`config.mk`:
```
export PLATFORM = sky130hd
export DESIGN_NAME = axis_chk_lfsr
export DESIGN_NICKNAME = d
export VERILOG_FILES = /design/src/rtl/axis_chk_pkg.sv /design/src/rtl/axis_chk_lfsr.sv
export SDC_FILE = /design/constraint.sdc
export NUM_CORES = 1
export LEC_CHECK = 0
export BUFFER_PORTS_ARGS = -buffer_cell sky130_fd_sc_hd__buf_4
export CAP_MARGIN = 20
export CORE_MARGIN = 2
export CORE_UTILIZATION = 48
export DETAILED_ROUTE_END_ITERATION = 12
export GPL_TIMING_DRIVEN = 0
export HOLD_SLACK_MARGIN = 0.08
export PLACE_DENSITY = 0.82
export SYNTH_ARGS = -nofsm -noshare
export SYNTH_HDL_FRONTEND = slang
export SYNTH_SLANG_ARGS = --single-unit
```
`constraint.sdc`:
```
create_clock -name clk -period 1.15 [get_ports clk]
set_clock_uncertainty 0.05 [all_clocks]
set_input_delay 0.1725 -clock clk [delete_from_list [all_inputs] [get_ports clk]]
set_output_delay 0.1725 -clock clk [all_outputs]
set_load 0.02 [all_outputs]
```
`src/rtl/axis_chk_pkg.sv`:
```
// Shared types and constants for the AXI-Stream frame checker.
// The optional AXIS_CHK_BP_EN build uses the LFSR seed/taps and lfsr_next().
package axis_chk_pkg;

  typedef enum logic [1:0] {
    ST_IDLE   = 2'd0,
    ST_ACTIVE = 2'd1,
    ST_FLUSH  = 2'd2
  } chk_state_e;

  localparam int ERR_HDR  = 0;
  localparam int ERR_SEQ  = 1;
  localparam int ERR_ID   = 2;
  localparam int ERR_LEN  = 3;
  localparam int ERR_KEEP = 4;
  localparam int ERR_W    = 5;

  localparam logic [7:0] HDR_MAGIC = 8'hAA;
  localparam logic [7:0] HDR_ZERO  = 8'h00;

  localparam logic [15:0] LFSR_SEED = 16'hACE1;
  // Bits 15,13,12,10 select taps 16,14,13,11 (x^16+x^14+x^13+x^11+1).
  localparam logic [15:0] LFSR_TAPS = 16'hB400;

  function automatic logic [15:0] lfsr_next(input logic [15:0] s);
    return {s[14:0], ^(s & LFSR_TAPS)};
  endfunction

endpackage

```
`src/rtl/axis_chk_lfsr.sv`:
```
// 16-bit Fibonacci LFSR used to generate pseudo-random backpressure.
module axis_chk_lfsr
  import axis_chk_pkg::*;
(
  input  logic        clk,
  input  logic        rst,
  input  logic        en_i,
  output logic [15:0] state_o
);

  logic [15:0] state_q;

  always_ff @(posedge clk or posedge rst) begin
    if (rst)       state_q <= LFSR_SEED;
    else if (en_i) state_q <= lfsr_next(state_q);
  end

  assign state_o = state_q;

endmodule

```
==> results of run 1 <==
## final cells by class
type,count,area (um^2)
flip-flops and latches,16,412
clock buffers,4,36.3
multi-input cells,20,241
repair buffers,26,235
well taps,15,18.8
inverters,1,3.75
fillers,92,339
plain buffers,2,31.3
## power groups by stage
stage                     Sequential (mW)  Combinational, mW  Clock (mW)
after global placement               1.21               1.37           0
final                                1.22               1.81       0.367
after detailed placement             1.23               1.42           0
after floorplan                      1.55              0.518           0
after CTS                            1.20               1.72       0.379
after global routing                 1.27               1.90       0.407
## routing by layer
| metal | part of all wire | global-route usage | routed length (um) |
|---|---|---|---|
| met5 | 0 | 0 | 0 |
| met2 | 0.56 | 0.244 | 687 |
| met1 | 0.40 | 0.185 | 492 |
| met4 | 0.0032 | 0.0968 | 4 |
| met3 | 0.039 | 0.0304 | 48 |
## metrics by stage
step	utilization	instance area (um^2)	setup slack, ps	TNS [ps]	cells
global route	0.743	978	-88.5	-619	84
CTS	0.722	951	-64.7	-337	83
detailed placement	0.627	826	61.3	0	71
floorplan	-	679	79.7	0	39
global placement	0.627	826	112	0	71
finish	0.743	978	-52.3	-282	84
## timing repair
| item | in CTS | in global routing |
|---|---|---|
| setup buffers | 7 | 1 |
| setup endpoints to repair | 8 | 9 |
| hold buffers | 1 | 0 |
| pin swaps | 1 | 2 |
| hold endpoints to repair | 8 | 0 |
| gates resized for setup | 7 | 5 |
## cells in the mapped netlist
cell type and number:
buf_6 1, dfrtp_1 8, a21oi_1 1, inv_1 1
mux2_2 7, mux2_4 8, dfstp_2 8, nor2_1 1
xnor2_1 3, buf_12 1
## worst max-delay path by stage
| stage | endpoint | slack (ps) | cells after the start |
|---|---|---|---|
| 6_report | state_o[13] | -50 | 1 |
| 2_1_floorplan | state_o[0] | 80 | 3 |
| 5_1_grt | state_o[13] | -90 | 1 |
| 4_1_cts | state_o[13] | -60 | 1 |
| 3_5_place_dp | state_o[0] | 60 | 3 |
| 3_3_place_gp | state_o[0] | 110 | 3 |
## logic make-up (layout without fill, tap and decap cells)
logic type / after synthesis / in the layout / synth area share
DFF: 16 / 16 / 0.604
AOI/OAI and AO/OA: 1 / 1 / 0.00736
and+or+nand+nor: 1 / 1 / 0.00552
buffers and inverters: 3 / 33 / 0.0516
xor gates and xnor gates: 3 / 3 / 0.0387
muxes: 15 / 15 / 0.293
## cell usage in the layout, fill, tap and decap left out, drive strengths merged
cell type / instances
a21oi: 1
inv: 1
dlygate4sd3: 1
dfstp: 8
xnor2: 3
dfrtp: 8
nor2: 1
buf: 27
clkbuf: 4
mux2: 15
==> summary.md, run 1 <==
| Metric | Value |
|---|---|
| Sequential-to-total area share from yosys stat | `0.604` |
| R2R setup slack | `-20 ps` |
| Worst slew pin tran | `between 500 and 600 ps` |
| Crit Path Max Fanout | `4` |
| Reg-to-reg endpoint | `state_o[0]` |
| Buffers added on ports | `17` |
| Area contributors post-synth | `dfstp_2, dfrtp_1, mux2_4` |
| Final ANT Viol Nets | `0` |
| Initial antenna violation count | `0` |
| Remaining Overflow, GRT | `0` |
| RSZ-0062 raised after global routing | `true` |
| Static leakage | `roughly 0.46 nW` |
| Post-Syn Instances | `39` |
| Int Pwr | `~2.2 mW` |
| Outcome | `finished, violations left` |
| Comb pwr share | `0.532` |
| H-tree depth reported by CTS | `1` |
| Bufs on Longest Clock Path | `2` |
| Die Height | `roughly 42 um` |
| Synth top area share | `0.309` |
| Hold Crit Endpoint | `state_o[15]` |
| Pwr Total | `approximately 3.4 mW` |
| Setup crit start kind | `flip-flop` |
| #FFs+latches synth | `16` |
| CP max-delay cell | `dfstp_2` |
| Via density | `between 4 and 5` |
| Setup violators final | `9` |
| Avg Synthesized Cell Area | `approximately 17 um^2` |
| Yosys cell types | `10` |
| Clock Sinks | `16` |
| Minimum clock period | `between 1000 and 1500 ps` |
| Share of cells above drive strength 1 | `0.812` |
| Critical Path Source | `state_o[13]` |
| First-pass GRT wire length | `1950 um` |
| Syn. warnings | `0` |
| Std cell rows | `13` |
| Reg2reg start | `state_o[10]` |
| Final #Nets | `73` |
| Max_cap viols | `0` |
| Hold WS | `133 ps` |
| Synthesized area | `about 680 um^2` |
| Slew HR | `0.616` |
| Die area | `about 1700 um^2` |
| Clock power share | `0.108` |
| Clock Root Buffer | `clkbuf_4` |
| Area delta synth->final | `44.0%` |
| Routed vias | `between 400 and 500` |
| Min-Delay Path Class | `input port to flip-flop` |
| Pwr dens | `about 3500 nW/um^2` |
| Worst path buffer plus inverter count | `1` |
| Iteration-0 DRC Markers | `5` |
| Ordered list of cells on the worst path | `buf_6` |
| Slowest stage delay, CP | `570 ps` |
| Failing checks | `setup timing` |
| Worst Setup End Kind | `primary output` |
| Core ar. | `1320 um^2` |
| Switch share | `0.346` |
| Fin. max-slew vios | `0` |
| Worst setup margin | `-52.3 ps` |
| Post-synth net total | `42` |
| CTS buffer count | `3` |
| Router iterations before antenna repair | `2` |
| Vias in the first global route | `between 400 and 500` |
| Max Freq | `0.832 GHz` |
| Tot GR Track Use | `0.152` |
| Worst Min Path Start | `en_i` |
| Worst R2R Path Depth | `4` |
| Number of flip-flops under the largest register name | `16` |
| Ports | `19` |
| Worst VDD drop | `1800 uV` |
| Post-DR wirelength/cell | `about 15 um` |
| Hold Crit Depth | `2` |
| TritonCTS clock tree | `done` |
| Clk Latency, worst-skew pair | `a little under 300 ps` |
| Final Hold Vio Count | `0` |
| Psw | `1.17 mW` |
| Largest net degree at the start of global routing | `17` |
| Sequential power share | `0.360` |
| Period utilisation layout | `1.05` |
| Starting Density | `0.516` |
| Worst Path Required | `930 ps` |
| GPL Wtd Cong | `between 0.6 and 0.7` |
| Final wirelength | `roughly 1200 um` |
| CTS clk-pin slew, worst paths | `~100 ps` |
| WP data arrival | `around 980 ps` |
| DRC | `0` |
| Yosys top cell by area | `dfstp_2` |
| Crit Path Category | `flip-flop to primary output` |
| Number of diodes | `0` |
| Family with the most delay on the worst path | `flip-flops` |
| Die X | `roughly 42 um` |
Note: power is estimated with default switching activity, not from simulation.
==> inputs of run 2 (changes only) <==
Settings changed: CORE_MARGIN 2 to default, PLACE_DENSITY 0.82 to 0.74, RECOVER_POWER from default to 25.
==> run 2 against run 1 <==
The run still ends with setup timing left. First-iteration DRC count decreased by 80%. Sequential share of layout area increased by 2.1 points. Sequential cell count unchanged. Routed wire length decreased by 8.9%. Critical path depth unchanged. Via count decreased by 6.5%. Clock power decreased by 25%. Design area decreased by 5.0%. Sequential power about the same. Critical path type unchanged. Highest routed layer is now met3.
==> summary.md, run 2 (synthesis results as in run 1) <==
| Metric | Value |
|---|---|
| Outcome | `finished, violations left (unchanged)` |
| Failing checks | `setup timing (unchanged)` |
| H-tree depth reported by CTS | `1 (unchanged)` |
| Tot GR Track Use | `0.166 (was 0.152)` |
| Area of the multi-input gates | `230 um^2 (was 241 um^2)` |
| RSZ-0062 raised after global routing | `true (unchanged)` |
| Finished Cell Area | `930 um^2 (was 978 um^2)` |
| Pwr dens | `3370 nW/um^2 (was 3470 nW/um^2)` |
| GPL Wtd Cong | `0.628 (was 0.614)` |
| Dpl cell area | `826 um^2 (unchanged)` |
| Std cell rows | `13 (unchanged)` |
| DP Wirelength | `just over 700 um` |
| CTS clk-pin slew, worst paths | `80 ps (was 100 ps)` |
| Worst VDD drop | `1850 uV (was 1800 uV)` |
| Clock Root Buffer | `clkbuf_4 (unchanged)` |
| Routed vias | `391 (was 418)` |
| Slowest stage delay, CP | `570 ps (about the same)` |
| Starting Density | `0.522 (was 0.516)` |
| Worst path buffer plus inverter count | `1 (unchanged)` |
| Setup crit start kind | `flip-flop (unchanged)` |
| Critical Path Source | `state_o[13] (unchanged)` |
| Slew HR | `0.615 (was 0.616)` |
| Minimum clock period | `1190 ps (was 1200 ps)` |
| CTS buffer count | `3 (unchanged)` |
| Worst Min Path Start | `en_i (unchanged)` |
| Share of cells above drive strength 1 | `0.742 (was 0.812)` |
| Fin. max-slew vios | `0 (unchanged)` |
| Remaining Overflow, GRT | `0 (unchanged)` |
| Number of diodes | `0 (unchanged)` |
| FILL cells | `91 (was 92)` |
| Period utilisation layout | `1.04 (was 1.05)` |
| Worst Path Required | `930 ps (about the same)` |
| Pwr Total | `3.13 mW (was 3.39 mW)` |
| Static leakage | `0.432 nW (was 0.461 nW)` |
| TritonCTS clock tree | `done (unchanged)` |
| Setup violators final | `8 (was 9)` |
| Die area | `1570 um^2 (was 1730 um^2)` |
| Final Hold Vio Count | `0 (unchanged)` |
| Final TNS setup | `-135 ps (was -282 ps)` |
| Worst Setup End Kind | `primary output (unchanged)` |
| Largest net degree at the start of global routing | `17 (unchanged)` |
| Reg2reg start | `state_o[13] (was state_o[10])` |
| Iteration-0 DRC Markers | `1 (was 5)` |
| Crit Path Category | `flip-flop to primary output (unchanged)` |
| First-pass GRT wire length | `1720 um (was 1950 um)` |
| DRC | `0 (unchanged)` |
| Family with the most delay on the worst path | `flip-flops (unchanged)` |
| Via density | `4.83 (was 4.98)` |
| Post-DR wirelength/cell | `13.9 um (was 14.7 um)` |
| Clock Sinks | `16 (unchanged)` |
| Max_cap viols | `0 (unchanged)` |
| Buffers added on ports | `17 (unchanged)` |
| Crit Path Max Fanout | `4 (unchanged)` |
| Ordered list of cells on the worst path | `buf_6 (unchanged)` |
| Worst setup margin | `-43.0 ps (was -52.3 ps)` |
| Worst slew pin tran | `577 ps (was 575 ps)` |
| Area delta synth->final | `36.8% (was 44.0%)` |
| Die Height | `39.6 um (was 41.6 um)` |
| Final wirelength | `1120 um (was 1230 um)` |
| Final #Nets | `71 (was 73)` |
| Min-Delay Path Class | `input port to flip-flop (unchanged)` |
| WP data arrival | `970 ps (was 980 ps)` |
| Core ar. | `1300 um^2 (was 1320 um^2)` |
| Bufs on Longest Clock Path | `2 (unchanged)` |
| CP max-delay cell | `dfstp_2 (unchanged)` |
| Number of flip-flops under the largest register name | `16 (unchanged)` |
| Clk Latency, worst-skew pair | `270 ps (was 290 ps)` |
| Leading cell type in the layout, fill and taps excluded | `buf_4 (unchanged)` |
| Final ANT Viol Nets | `0 (unchanged)` |
| Initial antenna violation count | `0 (unchanged)` |
| Die X | `39.6 um (was 41.6 um)` |
| Max Freq | `0.838 GHz (was 0.832 GHz)` |
| FF/Latch Area | `410 um^2 (was 412 um^2)` |
| Ports | `19 (unchanged)` |
| Vias in the first global route | `384 (was 441)` |
| Router iterations before antenna repair | `2 (unchanged)` |
| Most frequent cells in the layout | `buf_4, buf_6, dfrtp_1 (was buf_4, buf_6, mux2_4, dfstp_2)` |
[run 2: changes by cell type in the layout (fill, tap and decap cells not counted), sizes merged]
cell | before | now
buf | 27 | 24
[run 2: final cells by class]
class                           instances  share of cell area
Buffer                                  2              0.0336
Inverter                                1             0.00404
Tap cell                               15              0.0202
Clock buffer                            3              0.0242
Sequential cell                        16               0.441
Timing Repair Buffer                   24               0.229
Multi-Input combinational cell         20               0.248
[run 2: timing repair]
action	in CTS	in global routing
setup endpoints to repair	8	9
hold buffers	1	0
gates resized for setup	8	0
endpoints found under the hold margin	8	0
pin swaps	0	2
buffers inserted	6	0
[run 2: final timing paths]
| path | cells past startpoint | to | slack [ps] |
|---|---|---|---|
| setup / recovery | 1 | state_o[13] | -40 |
| hold / removal | 2 | state_o[1] | 150 |
| setup reg to reg | 3 | state_o[0] | 50 |
| hold reg to reg | 1 | state_o[15] | 490 |
| max in group asynchronous | 3 | state_o[10] | 200 |
| min in group asynchronous | 3 | state_o[4] | 470 |
[run 2: per-stage QoR]
stage | instances | utilization | setup slack (ps) | hold slack, ps
3_5_place_dp | 71 | 0.635 | 117 | 215
6_report | 81 | 0.714 | -43.0 | 152
3_3_place_gp | 71 | 0.635 | 109 | 215
2_1_floorplan | 39 | - | 79.7 | 30.5
5_1_grt | 81 | 0.714 | -74.0 | 151
4_1_cts | 81 | 0.717 | -46.1 | 153
[run 2: power breakdown]
group          switching [mW]  total (mW)  internal, mW  leakage [nW]
clock                   0.154       0.276         0.121        0.0138
sequential              0.250        1.21         0.955         0.176
combinational           0.698        1.65         0.956         0.243
[run 2: per-layer routing]
metal | part of all wire | global-route usage
met5 | 0 | 0
met4 | 0 | 0.0259
met3 | 0.048 | 0.0341
met2 | 0.51 | 0.275
met1 | 0.44 | 0.226
[run 2: worst register-to-register path: stages (launching register included)]
cell and delay (ps):
dfstp_2 570, xnor2_1 140, xnor2_1 100, a21oi_1 160
==> inputs of run 3 (changes only) <==
Settings changed: CELL_PAD_IN_SITES_DETAIL_PLACEMENT from default to 1, CELL_PAD_IN_SITES_GLOBAL_PLACEMENT from default to 1, CORE_UTILIZATION 48 to 40, PLACE_DENSITY 0.74 to default, PLACE_DENSITY_LB_ADDON from default to 0.1.
==> run 3 against run 2 <==
The flow still finishes with violations (setup timing). Utilization decreased by 7.3 points. Sequential power about the same. Hold slack got worse by 36 ps. Total power is 9.6% higher. Non-clock buffer count grew 5. Die area increased by 19%. Register-to-register slack got worse by 50 ps. Global-route usage grew 2.1 points. Sequential cell count did not move. First-iteration DRC count did not move. Critical path type unchanged. Critical endpoint is now state_o[6].
==> summary.md, run 3 (synthesis results as in run 1) <==
| Metric | Value |
|---|---|
| Router iterations before antenna repair | `2 (unchanged)` |
| Vias in the first global route | `498 (was 384)` |
| Dpl cell area | `827 um^2 (was 826 um^2)` |
| Core ar. | `1540 um^2 (was 1300 um^2)` |
| Dpl ws | `97.3 ps (was 117 ps)` |
| Worst VDD drop | `1570 uV (was 1850 uV)` |
| Routed vias | `436 (was 391)` |
| Worst R2R Path Depth | `4 (was 3)` |
| Final wirelength | `1470 um (was 1120 um)` |
| WP data arrival | `990 ps (was 970 ps)` |
| Min-Delay Path Class | `input port to flip-flop (unchanged)` |
| Ordered list of cells on the worst path | `buf_6 (unchanged)` |
| Area delta synth->final | `45.5% (was 36.8%)` |
| Crit Path Category | `flip-flop to primary output (unchanged)` |
| Reg-to-reg endpoint | `state_o[0] (unchanged)` |
| Worst Path Required | `930 ps (about the same)` |
| Static leakage | `0.468 nW (was 0.432 nW)` |
| CTS buffer count | `3 (unchanged)` |
| Die X | `43.2 um (was 39.6 um)` |
| Failing checks | `setup timing (unchanged)` |
| Bufs on Longest Clock Path | `2 (unchanged)` |
| FILL cells | `153 (was 91)` |
| DRC | `0 (unchanged)` |
| Placed cell count | `72 (was 71)` |
| Reg2reg start | `state_o[10] (was state_o[13])` |
| Period utilisation layout | `1.05 (was 1.04)` |
| Final Hold Vio Count | `0 (unchanged)` |
| GPL Wtd Cong | `0.649 (was 0.628)` |
| Clk Latency, worst-skew pair | `300 ps (was 270 ps)` |
| Number of diodes | `0 (unchanged)` |
| DP Wirelength | `889 um (was 710 um)` |
| Final #Nets | `76 (was 71)` |
| Worst slew pin tran | `583 ps (was 577 ps)` |
| Std cell rows | `14 (was 13)` |
| Critical Path Source | `state_o[6] (was state_o[13])` |
| Worst path buffer plus inverter count | `1 (unchanged)` |
| Crit Path Max Fanout | `2 (was 4)` |
| Final TNS setup | `-318 ps (was -135 ps)` |
| Max_cap viols | `0 (unchanged)` |
| Worst Setup End Kind | `primary output (unchanged)` |
| Number of flip-flops under the largest register name | `16 (unchanged)` |
| Worst setup margin | `-63.1 ps (was -43.0 ps)` |
| Minimum clock period | `1210 ps (was 1190 ps)` |
| Post-DR wirelength/cell | `16.7 um (was 13.9 um)` |
| RSZ-0062 raised after global routing | `true (unchanged)` |
| Largest net degree at the start of global routing | `17 (unchanged)` |
| Family with the most delay on the worst path | `flip-flops (unchanged)` |
| H-tree depth reported by CTS | `1 (unchanged)` |
| Outcome | `finished, violations left (unchanged)` |
| CTS clk-pin slew, worst paths | `100 ps (was 80 ps)` |
| Setup violators final | `9 (was 8)` |
| Setup crit start kind | `flip-flop (unchanged)` |
| First-pass GRT wire length | `2340 um (was 1720 um)` |
| Critical path depth in cells | `1 (unchanged)` |
| Share of cells above drive strength 1 | `0.792 (was 0.742)` |
| Clock Root Buffer | `clkbuf_4 (unchanged)` |
| Slew HR | `0.611 (was 0.615)` |
| Clock Sinks | `16 (unchanged)` |
| Leading cell type in the layout, fill and taps excluded | `buf_4 (unchanged)` |
| Setup crit end | `state_o[6] (was state_o[13])` |
| Via density | `4.95 (was 4.83)` |
| Max Freq | `0.824 GHz (was 0.838 GHz)` |
| Ports | `19 (unchanged)` |
| Pwr dens | `3480 nW/um^2 (was 3370 nW/um^2)` |
| Final ANT Viol Nets | `0 (unchanged)` |
| Die Height | `43.2 um (was 39.6 um)` |
| Most frequent cells in the layout | `buf_4, buf_6 (was buf_4, buf_6, dfrtp_1)` |
| Iteration-0 DRC Markers | `1 (unchanged)` |
| TritonCTS clock tree | `done (unchanged)` |
| Slowest stage delay, CP | `570 ps (about the same)` |
| Die area | `1870 um^2 (was 1570 um^2)` |
| Remaining Overflow, GRT | `0 (unchanged)` |
| CP max-delay cell | `dfstp_2 (unchanged)` |
| Finished Cell Area | `988 um^2 (was 930 um^2)` |
| Initial antenna violation count | `0 (unchanged)` |
| Fin cells | `88 (was 81)` |
| Buffers added on ports | `17 (unchanged)` |
| Pwr Total | `3.44 mW (was 3.13 mW)` |
| R2R setup slack | `0 ps (was 50 ps)` |
| Fin. max-slew vios | `0 (unchanged)` |
| Tot GR Track Use | `0.188 (was 0.166)` |
| Starting Density | `0.441 (was 0.522)` |
-- run 3: cell types whose count changed in the layout (fill, tap and decap cells not counted), sizes merged --
cell	previous run	this run
buf	24	30
-- run 3: layout make-up --
class | instances | area (um^2) | area share
clock buffer | 4 | 26.3 | 0.0266
timing repair buffer | 29 | 250 | 0.253
tap | 16 | 20.0 | 0.0203
multi-input combinational | 20 | 245 | 0.248
sequential | 16 | 412 | 0.416
inverter | 1 | 3.75 | 0.00380
buffer | 2 | 31.3 | 0.0316
-- run 3: where the power goes --
part / switching (mW) / internal (mW)
Sequential: 0.246 / 0.957
Clock: 0.191 / 0.135
Combinational: 0.797 / 1.11
Total: 1.23 / 2.20
-- run 3: routing by layer --
layer,track usage,wire (um)
met5,0,0
met2,0.307,747
met4,0.109,31
met3,0.0511,57
met1,0.217,629
-- run 3: how the worst min path moves through the flow --
stage | from | to | cells past startpoint
detailed placement | rst | state_o[3] | 2
global placement | rst | state_o[4] | 2
global route | en_i | state_o[2] | 2
finish | en_i | state_o[4] | 2
floorplan | rst | state_o[12] | 1
CTS | en_i | state_o[4] | 2
-- run 3: per-stage QoR --
stage,utilization,hold slack [ps]
CTS,0.633,122
floorplan,-,30.5
global placement,0.537,195
detailed placement,0.537,236
finish,0.641,116
global route,0.641,123
-- run 3: what timing repair did --
| action | in CTS | in global routing |
|---|---|---|
| hold endpoints to repair | 8 | 0 |
| pin swaps | 2 | 1 |
| gates cloned | 0 | 0 |
| buffers inserted | 10 | 1 |
| hold buffers | 1 | 0 |
| gates resized for setup | 9 | 2 |
| endpoints found under the setup margin | 8 | 10 |
